<file path="src/rtl/mem_access_stage.sv">
// MEM pipeline stage: issues req/ack data-memory transactions (alignment, byte enables, load extension) and registers MEM/WB.
// Optional feature macro MEM_MISALIGN_TRAP_EN: misaligned half/word accesses trap instead of issuing.
//
// state  | meaning
// IDLE   | nothing outstanding; a memory op issues from here
// ACCESS | request held stable until dmem_ack
module mem_access_stage #(
  parameter int ADDR_W = 32
) (
  input  logic              clk,
  input  logic              rst,
  input  logic [31:0]       MEM_PC,
  input  logic              MEM_RegWrite,
  input  logic [4:0]        MEM_WriteReg,
  input  logic [1:0]        MEM_RegSrc,
  input  logic              MEM_MemWrite,
  input  logic              MEM_MemRead,
  input  logic [1:0]        MEM_MemOp,
  input  logic              MEM_MemEXT,
  input  logic [31:0]       MEM_rfOut2,
  input  logic [31:0]       MEM_aluResult,
  output logic              dmem_req,
  output logic              dmem_we,
  output logic [ADDR_W-1:0] dmem_addr,
  output logic [3:0]        dmem_be,
  output logic [31:0]       dmem_wdata,
  input  logic              dmem_ack,
  input  logic [31:0]       dmem_rdata,
  output logic              mem_stall,
`ifdef MEM_MISALIGN_TRAP_EN
  output logic              mem_misalign,
  output logic [31:0]       WB_badAddr,
`endif
  output logic [31:0]       WB_PC,
  output logic              WB_RegWrite,
  output logic [4:0]        WB_WriteReg,
  output logic [1:0]        WB_RegSrc,
  output logic [31:0]       WB_aluResult,
  output logic [31:0]       WB_memData
);

  typedef enum logic {IDLE, ACCESS} state_t;

  state_t      state, stateNext;
  logic        memOp, misalign, issue, complete;
  logic [1:0]  a;
  logic [3:0]  beNext;
  logic [31:0] wdataNext;
  logic [1:0]  ldLo, ldSize;
  logic        ldExt, ldRead;
  logic [7:0]  laneByte;
  logic [15:0] laneHalf;
  logic [31:0] loadData;

  assign memOp = MEM_MemWrite | MEM_MemRead;
  assign a     = MEM_aluResult[1:0];

`ifdef MEM_MISALIGN_TRAP_EN
  assign misalign = memOp && (state == IDLE) &&
                    ((MEM_MemOp == 2'b01) ? a[0] : ((MEM_MemOp != 2'b00) && (a != 2'b00)));
`else
  assign misalign = 1'b0;
`endif

  always_ff @(posedge clk) begin
    if (rst) state <= IDLE;
    else     state <= stateNext;
  end

  always_comb begin
    stateNext = state;
    mem_stall = 1'b0;
    issue     = 1'b0;
    complete  = 1'b0;
    unique case (state)
      IDLE: begin
        if (memOp && !misalign) begin
          mem_stall = 1'b1;
          issue     = 1'b1;
          stateNext = ACCESS;
        end
      end
      ACCESS: begin
        mem_stall = ~dmem_ack;
        if (dmem_ack) begin
          complete  = 1'b1;
          stateNext = IDLE;
        end
      end
      default: stateNext = IDLE;
    endcase
  end

  // Store lanes; MemOp 11 falls through to word like 10.
  always_comb begin
    beNext    = 4'b1111;
    wdataNext = MEM_rfOut2;
    unique case (MEM_MemOp)
      2'b00: begin
        beNext    = 4'b0001 << a;
        wdataNext = {4{MEM_rfOut2[7:0]}};
      end
      2'b01: begin
        beNext    = 4'b0011 << {a[1], 1'b0};
        wdataNext = {2{MEM_rfOut2[15:0]}};
      end
      default: ;
    endcase
    if (!MEM_MemWrite) beNext = 4'b1111;
  end

  always_comb begin
    laneByte = dmem_rdata[{ldLo, 3'b000} +: 8];
    laneHalf = ldLo[1] ? dmem_rdata[31:16] : dmem_rdata[15:0];
    unique case (ldSize)
      2'b00:   loadData = {{24{ldExt & laneByte[7]}}, laneByte};
      2'b01:   loadData = {{16{ldExt & laneHalf[15]}}, laneHalf};
      default: loadData = dmem_rdata;
    endcase
  end

  always_ff @(posedge clk) begin
    if (rst) begin
      dmem_req   <= 1'b0;
      dmem_we    <= 1'b0;
      dmem_addr  <= '0;
      dmem_be    <= 4'b0000;
      dmem_wdata <= 32'h0;
      ldLo       <= 2'b00;
      ldSize     <= 2'b00;
      ldExt      <= 1'b0;
      ldRead     <= 1'b0;
    end else if (issue) begin
      dmem_req   <= 1'b1;
      dmem_we    <= MEM_MemWrite;
      dmem_addr  <= {MEM_aluResult[ADDR_W-1:2], 2'b00};
      dmem_be    <= beNext;
      dmem_wdata <= wdataNext;
      ldLo       <= a;
      ldSize     <= MEM_MemOp;
      ldExt      <= MEM_MemEXT;
      ldRead     <= MEM_MemRead & ~MEM_MemWrite;
    end else if (complete) begin
      dmem_req   <= 1'b0;
    end
  end

  // MEM/WB boundary: pass through when not stalled, otherwise insert a bubble.
  always_ff @(posedge clk) begin
    if (rst) begin
      WB_PC        <= 32'h0;
      WB_RegWrite  <= 1'b0;
      WB_WriteReg  <= 5'd0;
      WB_RegSrc    <= 2'b00;
      WB_aluResult <= 32'h0;
      WB_memData   <= 32'h0;
    end else if (!mem_stall) begin
      WB_PC        <= MEM_PC;
      WB_RegWrite  <= MEM_RegWrite & ~misalign;
      WB_WriteReg  <= MEM_WriteReg;
      WB_RegSrc    <= MEM_RegSrc;
      WB_aluResult <= MEM_aluResult;
      WB_memData   <= (complete && ldRead) ? loadData : 32'h0;
    end else begin
      WB_RegWrite  <= 1'b0;
    end
  end

`ifdef MEM_MISALIGN_TRAP_EN
  always_ff @(posedge clk) begin
    if (rst) begin
      mem_misalign <= 1'b0;
      WB_badAddr   <= 32'h0;
    end else begin
      mem_misalign <= misalign;
      if (misalign) WB_badAddr <= MEM_aluResult;
    end
  end
`endif

endmodule
</file>
<file path="config.mk">
export PLATFORM = sky130hd
export DESIGN_NAME = mem_access_stage
export DESIGN_NICKNAME = d
export VERILOG_FILES = /design/src/rtl/mem_access_stage.sv
export SDC_FILE = /design/constraint.sdc
export NUM_CORES = 1
export LEC_CHECK = 0
export BUFFER_PORTS_ARGS = -buffer_cell sky130_fd_sc_hd__buf_4
export CAP_MARGIN = 20
export CELL_PAD_IN_SITES_DETAIL_PLACEMENT = 2
export CELL_PAD_IN_SITES_GLOBAL_PLACEMENT = 2
export CORE_MARGIN = 4
export CORE_UTILIZATION = 27
export DETAILED_ROUTE_END_ITERATION = 8
export PLACE_DENSITY_LB_ADDON = 0.2
export SYNTH_ARGS = -nofsm -noshare
export SYNTH_HDL_FRONTEND = slang
export SYNTH_SLANG_ARGS = --single-unit
</file>
<file path="constraint.sdc">
create_clock -name clk -period 2.32 [get_ports clk]
set_input_delay 0.58 -clock clk [delete_from_list [all_inputs] [get_ports clk]]
set_output_delay 0.58 -clock clk [all_outputs]
set_load 0.01 [all_outputs]
</file>
==> results_dict.tcl, run 1 <==
set metrics [dict create \
    syn2layout_area_growth_pct 47.6 \
    multi_input_area_um2 3130 \
    crit-reg2reg-launch "state" \
    postSynth.asyncResetShare 0 \
    cts_buffers 17 \
    antenna-diode-count 0 \
    min_delay_path_depth 2 \
    fin_worst_skew_ns 0.0115 \
    start_kind "register" \
    coreArea_um2 25300 \
    fill_cells 2914 \
    first_global_vias 7673 \
    nets 1280 \
    synthesis.area_um2 6980 \
    grt_antenna_before_repair 0 \
    pre_cts_slack_ns -0.0705 \
    layout_setup_ws_ns 0.121 \
    core.rowCount 58 \
    dieArea_um2 28500 \
    period_share 0.948 \
    worst_r2r_endpoint "WB_aluResult[18]" \
    cap_violations 0 \
    io_pins 319 \
    end_kind "primary output" \
    grt_max_degree 114 \
    synth_seq_cells 179 \
    worst_r2r_path_depth 5 \
    drtIter0Drc 294 \
    die_h_um 169 \
    arrival_ns 1.62 \
    synth_edf_count 0 \
    grt_setup_unrepaired "no" \
    ys_types 37 \
    synth_flop_cell "dfxtp_1" \
    power_density_nw_per_um2 743 \
    post_cts_buffers 0 \
    synth_area_per_cell_um2 8.25 \
    crit_type "reg2out" \
    ctsHoldBuffers 0 \
    routed_via_density 4.81 \
    h-tree-depth 4 \
    worst_slew_pin_slew_ns 0.825 \
    gp_congestion 0.753 \
    cp_max_fo 22 \
    die_width_um 169 \
    min_from "dmem_ack" \
    insertion_delay_ns 0.44 \
    yosys_warnings 0 \
    drive_gt1_frac 0.340 \
    cts-root-buf "clkbuf_16" \
    fin_util 0.407 \
    worstSetupStartpoint "state" \
    syn_inst 847 \
    tns_ns 0 \
    totalWireLength_mm 28.2 \
    maxSlewViolCount 0 \
    grt_pass1_wl_mm 43.7 \
    ant_nets 0 \
    seqCellArea_um2 3580 \
    dpl.cell_count 1446 \
    grt_remaining_overflow 0 \
    reg2reg_setup_slack_ns 0.42 \
    min_to "dmem_req" \
    hp-class "in2reg" \
    dr.pass1.iters 4 \
    vdd_drop_max_mv 0.332 \
    leakagePower_nw 4.54 \
    initial_utilization 0.276 \
    crit_required_ns 1.74 \
    hold_viol 0 \
    clock-sinks 179 \
    numPortBuffers 316 \
    cts_tree "yes" \
    drc 0 \
    fmax_mhz 455 \
    avgRoutedWirePerCell_um 19.1 \
    relSlewSlack 0.450 \
    grtUsageTotal 0.192 \
    clk_path_buf_depth 2 \
    synth_seq_area_share 0.513 \
    min_period_ns 2.20 \
    clk_pin_slew_ns 0.07 \
    final-setup-viol-count 0 \
    final_cell_count_no_fill 1479 \
    place_hpwl_mm 20.3 \
    num_vias 7109 \
    outcome "complete, no violations" \
]
==> routing by layer <==
| layer | up-vias | routed length (um) | track usage | part of all wire |
|---|---|---|---|---|
| li1 | 3449 | - | - | - |
| met3 | 17 | 2610 | 0.0724 | 0.092 |
| met1 | 3431 | 11300 | 0.223 | 0.40 |
| met4 | 0 | 260 | 0.0385 | 0.0092 |
| met5 | - | 0 | 0 | 0 |
| met2 | 212 | 14100 | 0.337 | 0.50 |
==> registers in the layout, summed over array words and instances, names as in the netlist <==
| name | cells |
|---|---|
| WB_PC | 32 |
| ldExt | 1 |
| WB_aluResult | 32 |
| WB_WriteReg | 5 |
| ldRead | 1 |
| state | 1 |
| dmem_req | 1 |
| WB_RegSrc | 2 |
| WB_RegWrite | 1 |
| dmem_be | 4 |
| ldSize | 2 |
| WB_memData | 32 |
| dmem_we | 1 |
| ldLo | 2 |
| dmem_wdata | 32 |
| dmem_addr | 30 |
==> critical path, stage by stage, from the launching register on <==
cell and delay [ns]:
dfxtp_1 0.38, o31ai_4 0.36, buf_8 0.23, inv_2 0.06, buf_4 0.14
==> report_power, final <==
| group | switching [mW] | internal [mW] |
|---|---|---|
| Sequential | 0.113 | 3.26 |
| Combinational | 0.718 | 0.605 |
| Clock | 1.43 | 1.54 |
| Total | 2.26 | 5.40 |
==> final cells by class <==
| class | instances | share of cell area |
|---|---|---|
| clock buffers | 17 | 0.0413 |
| clock inverters | 15 | 0.0152 |
| multi-input cells | 596 | 0.303 |
| inverters | 4 | 0.00146 |
| well taps | 330 | 0.0400 |
| repair buffers | 338 | 0.251 |
| flip-flops and latches | 179 | 0.348 |
==> how the worst max path moves through the flow <==
stage / end / slack (ns) / cells past startpoint
6_report: mem_stall / 0.12 / 4
5_1_grt: mem_stall / 0.02 / 4
4_1_cts: mem_stall / 0.06 / 4
3_5_place_dp: WB_aluResult[9] / -0.07 / 6
3_3_place_gp: WB_aluResult[12] / -0.008 / 6
2_1_floorplan: mem_stall / 0.44 / 3
==> repair_timing <==
item | 4_1_cts | 5_1_grt
gates resized for setup | 1 | 1
endpoints found under the hold margin | 0 | 0
setup endpoints to repair | 1 | 1
==> cells in the mapped netlist, types with 2 or more instances <==
cell type	n	area share
a211o_1	7	0.0088
a211oi_1	11	0.012
a21oi_1	131	0.094
a221o_1	16	0.023
a311oi_1	8	0.010
a32o_1	8	0.011
and3b_1	7	0.0088
buf_2	7	0.0050
buf_4	4	0.0043
clkbuf_1	57	0.031
dfxtp_1	179	0.51
inv_1	2	0.0011
mux2_2	11	0.018
mux2i_1	17	0.024
nand2_1	269	0.14
nand2b_1	10	0.0090
nand3_1	8	0.0057
nor2_1	28	0.015
nor2b_1	2	0.0018
nor3b_1	4	0.0043
o21ai_0	30	0.021
o2bb2ai_1	8	0.010
or3_1	9	0.0081
==> placed cells by master, fill, tap and decap left out, types with 3 or more instances in the layout <==
cell       instances
nor3b_1            4
a32o_1             8
dfxtp_1          179
a211o_1            7
nand3_1            8
a311oi_1           8
a221o_1           16
a21oi_1          131
inv_6              6
mux2i_1           17
o2bb2ai_1          8
inv_8              5
buf_4            333
clkbuf_16         17
and3b_1            7
or3_1              9
a211oi_1          11
nand2_1          269
nor2_1            26
o21ai_0           30
nand2b_1          10
buf_12             3
mux2_2            11
==> metrics by stage <==
stage / hold slack, ns / power [mW] / instance area (um2)
after global placement: 0.440 / 4.75 / 9710
after global routing: 0.342 / 8.05 / 10300
after floorplan: 0.453 / 4.03 / 6990
after detailed placement: 0.447 / 4.78 / 9710
final: 0.355 / 7.66 / 10300
after CTS: 0.333 / 7.77 / 10300
==> logic make-up after synthesis <==
group | share of synthesized area
AND/OR/NAND/NOR | 0.206
AO/OA/AOI/OAI | 0.196
flip-flops | 0.513
buffers and inverters | 0.0428
multiplexers | 0.0421
other | 0.000537
No activity file was read; power rests on OpenSTA's default activity.
==> inputs of run 2 (changes only) <==
- ABC_AREA: not set -> 1
- CORE_UTILIZATION: 27 -> 26
==> results_dict.tcl, run 2 <==
set metrics [dict create \
    postSynth.asyncResetShare 0 \
    clock-sinks 179 \
    hp-class "in2reg" \
    first_global_vias 7694 \
    crit_type "reg2out" \
    synth_flop_cell "dfxtp_1" \
    insertion_delay_ns 0.43 \
    worst_slew_pin_slew_ns 0.710 \
    grt_antenna_before_repair 1 \
    final_common_cell "buf_4" \
    tns_ns 0 \
    min_delay_path_depth 3 \
    hold_viol 0 \
    synth_area_leader_cell "dfxtp_1" \
    die_width_um 172 \
    relSlewSlack 0.527 \
    synth_seq_cells 179 \
    nets 1378 \
    clk_pin_slew_ns 0.08 \
    min_to "WB_RegWrite" \
    synth_edf_count 0 \
    numPortBuffers 316 \
    vdd_drop_max_mv 0.331 \
    avgRoutedWirePerCell_um 17.7 \
    use_met2 0.313 \
    cap_violations 0 \
    min_from "MEM_RegWrite" \
    drc 0 \
    yosys-top-cells-area "dfxtp_1 (51%), nand2_1 (15%), inv_1 (5.0%)" \
    cts_buffers 17 \
    synth_xor_area_frac 0 \
    drive_gt1_frac 0.304 \
    maxSlewViolCount 0 \
    synthesis.area_um2 7010 \
    grt_pass1_wl_mm 42.1 \
    yosys-top-cells-count "nand2_1 (278), dfxtp_1 (179), inv_1 (93)" \
    worstSetupStartpoint "state" \
    period_share 0.790 \
    final_cell_mix "buf_4 (328), nand2_1 (278), dfxtp_1 (179)" \
    dieArea_um2 29700 \
    grt_max_degree 69 \
    dr.pass1.iters 4 \
    die_h_um 172 \
    worst_r2r_path_depth 6 \
    place_hpwl_mm 20.8 \
    gr-usage-met1 0.216 \
    initial_utilization 0.267 \
    crit_required_ns 1.74 \
    worst_hold_slack_ns 0.373 \
    ctsHoldBuffers 0 \
    power_density_nw_per_um2 761 \
    synth_top_family_by_area "simple AND/OR/NAND/NOR gates" \
    grtUsageTotal 0.182 \
    synth_area_per_cell_um2 7.45 \
    syn_inst 941 \
    worst_r2r_endpoint "WB_memData[30]" \
    clk_path_buf_depth 2 \
    drtIter0Drc 309 \
    yosys_warnings 0 \
    cts_resized 0 \
    synth_compound_area_frac 0.158 \
    cts_tree "yes" \
    end_kind "primary output" \
    synth_seq_area_share 0.511 \
    yosys.area_share.adder 0 \
    io_pins 319 \
    cts-root-buf "clkbuf_16" \
    h-tree-depth 4 \
    leakagePower_nw 5.15 \
    num_vias 7214 \
    yosys.area_share.simple 0.232 \
    grt_setup_unrepaired "no" \
    use_met3 0.0670 \
    fin_worst_skew_ns 0.0157 \
    totalWireLength_mm 28.0 \
    yosysMostFrequentCell "nand2_1" \
    post_cts_buffers 0 \
    crit-reg2reg-launch "ldSize[1]" \
    arrival_ns 1.25 \
    yosysTopAreaCellShare 0.511 \
    fmax_mhz 545 \
    final-setup-viol-count 0 \
    reg2reg_setup_slack_ns 0.65 \
    syn2layout_area_growth_pct 45.9 \
    min_period_ns 1.83 \
    muxShareOfSynthArea 0 \
    gp_congestion 0.765 \
    routed_via_density 4.56 \
    start_kind "register" \
    outcome "complete, no violations" \
    cp_max_fo 4 \
    ant_nets 0 \
    gr-max-usage-layer "met2" \
    core.rowCount 59 \
    coreArea_um2 26300 \
    ys_types 26 \
    grt_remaining_overflow 0 \
]
==> run 2: worst max path at each step <==
stage,end,slack (ns),cells after the start
finish,mem_stall,0.49,4
global route,mem_stall,0.40,4
CTS,mem_stall,0.44,4
detailed placement,WB_RegSrc[1],0.38,8
global placement,WB_RegSrc[1],0.46,8
floorplan,WB_aluResult[0],0.80,6
==> run 2: layout make-up <==
class,instances,area (um2)
repair buffers,330,2500
clock inverters,14,165
inverters,98,378
flip-flops and latches,179,3580
clock buffers,18,439
fillers,3119,16000
diodes,1,2.50
multi-input cells,608,2740
well taps,335,419
==> run 2: where the power goes <==
part	internal, mW	switching, mW	total (mW)
logic	0.626	0.791	1.42
clock network	1.48	1.46	2.94
registers	3.30	0.132	3.43
==> run 2: worst max-delay path, stage by stage (launching register included) <==
cell and delay, ns:
dfxtp_1 0.36, inv_2 0.07, o21ai_2 0.11, o21ai_2 0.12, buf_4 0.17
==> run 2: cell families after synthesis <==
group / after synthesis
AND/OR/NAND/NOR: 407
AO/OA/AOI/OAI: 199
flip-flops: 179
buffers and inverters: 155
other: 1
==> run 2: metal layers <==
| metal | share of wire | vias to the layer above |
|---|---|---|
| met5 | 0 | - |
| met4 | 0.013 | 0 |
| met3 | 0.087 | 19 |
| met2 | 0.49 | 200 |
| met1 | 0.41 | 3423 |
| li1 | - | 3572 |
==> run 2: through the flow <==
step | cells | area [um2] | util | power (mW) | setup slack, ns
finish | 1583 | 10200 | 0.389 | 7.79 | 0.486
global route | 1583 | 10200 | 0.389 | 8.22 | 0.396
CTS | 1582 | 10200 | 0.389 | 7.93 | 0.440
detailed placement | 1550 | 9630 | 0.366 | 4.95 | 0.376
global placement | 1550 | 9630 | 0.366 | 4.91 | 0.464
floorplan | 942 | 7020 | - | 4.17 | 0.795
==> inputs of run 3 (changes only) <==
- CORE_UTILIZATION: 26 -> 24
- clock period: 2.32 -> 1.7 ns (I/O delays scaled with it)
==> results_dict.tcl, run 3 (synthesized netlist as in run 2, its figures left out) <==
set metrics [dict create \
    die_width_um 179 \
    hp-class "in2reg" \
    reg2reg_setup_slack_ns 0.20 \
    totalWireLength_mm 28.4 \
    ctsHoldBuffers 0 \
    cts_buffers 17 \
    fin_worst_skew_ns 0.0158 \
    grt_antenna_before_repair 1 \
    max_stage_delay_ns 0.35 \
    vdd_drop_max_mv 0.549 \
    clk_path_buf_depth 2 \
    min_period_ns 1.57 \
    h-tree-depth 4 \
    grt_max_degree 63 \
    syn2layout_area_growth_pct 49.3 \
    grt_setup_unrepaired "no" \
    cp_max_fo 3 \
    grt_remaining_overflow 0 \
    maxSlewViolCount 0 \
    min_delay_path_depth 3 \
    placed_cell_area_um2 9850 \
    final_common_cell "buf_4" \
    io_pins 319 \
    final-setup-viol-count 0 \
    core.rowCount 62 \
    pre_cts_slack_ns 0.0380 \
    arrival_ns 1.14 \
    crit_required_ns 1.27 \
    cp_common_cell "o21ai_4" \
    avgRoutedWirePerCell_um 17.2 \
    start_kind "register" \
    place_hpwl_mm 21.4 \
    grtUsageTotal 0.175 \
    worst_r2r_path_depth 9 \
    dieArea_um2 32000 \
    clock-sinks 179 \
    final_cell_mix "buf_4 (335), nand2_1 (278), dfxtp_1 (177)" \
    cap_violations 0 \
    nets 1391 \
    design_area_um2 10500 \
    worst_r2r_endpoint "WB_memData[26]" \
    fmax_mhz 638 \
    first_global_vias 7735 \
    numPortBuffers 316 \
    dr.pass1.iters 4 \
    drc 0 \
    routed_via_density 4.44 \
    tns_ns 0 \
    initial_utilization 0.244 \
    power_density_nw_per_um2 1030 \
    drive_gt1_frac 0.313 \
    grt_pass1_wl_mm 43.7 \
    outcome "complete, no violations" \
    drtIter0Drc 264 \
    worst_hold_slack_ns 0.202 \
    layout_setup_ws_ns 0.134 \
    die_h_um 179 \
    num_vias 7308 \
    insertion_delay_ns 0.44 \
    min_from "MEM_RegWrite" \
    crit_chain "inv_4, o21ai_4, o21ai_4, buf_6" \
    ant_nets 0 \
    crit_type "reg2out" \
    crit-reg2reg-launch "ldSize[1]" \
    hold_viol 0 \
    end_kind "primary output" \
    coreArea_um2 28800 \
    cts_tree "yes" \
    clk_pin_slew_ns 0.08 \
    period_share 0.921 \
    leakagePower_nw 5.23 \
    min_to "WB_RegWrite" \
    cts-root-buf "clkbuf_16" \
    critPathSlowestCell "dfxtp_2" \
    gp_congestion 0.780 \
]
## run 3: worst max-delay path: cells and delay by family, from the launching register on
family,cells,cell delay (ns)
buf+inv,2,0.20
compound gates,2,0.17
flops,1,0.35
## run 3: final cells by class
class	instances	area, um2
fill	3375	18300
sequential	179	3590
multi-input combinational	608	2760
timing repair buffer	343	2670
tap	384	480
clock buffer	17	425
inverter	98	380
clock inverter	15	174
antenna	1	2.50
## run 3: report_power, final
part           internal [mW]  switching (mW)  leakage (nW)
clock                   2.00            2.08         0.290
sequential              4.51           0.179          1.47
combinational          0.919            1.10          3.47
total                   7.43            3.35          5.23
## run 3: how the worst max path moves through the flow
stage / depth (start not counted) / to / startpoint / slack, ns
detailed placement: 6 / WB_aluResult[22] / MEM_MemWrite / 0.04
finish: 4 / mem_stall / state / 0.13
global route: 3 / mem_stall / state / 0.05
global placement: 6 / WB_aluResult[31] / MEM_MemWrite / 0.06
CTS: 5 / mem_stall / state / 0.001
floorplan: 6 / WB_aluResult[0] / MEM_MemWrite / 0.33
## run 3: routing by layer
layer	GRT usage	routed length (um)
met5	0	0
met4	0.0445	531
met3	0.0755	2810
met2	0.290	13500
met1	0.210	11600
## run 3: through the flow
step | utilization | power [mW] | cells
after global placement | 0.342 | 6.78 | 1612
after detailed placement | 0.342 | 6.83 | 1612
final | 0.364 | 10.8 | 1645
after global routing | 0.364 | 11.4 | 1645
after CTS | 0.364 | 11.0 | 1645
after floorplan | - | 5.69 | 942
## run 3: what timing repair did
action                     CTS  global route
hold endpoints to repair     0             0
gates resized for setup      4             2
setup endpoints to repair    1            17
buffers inserted             1             0
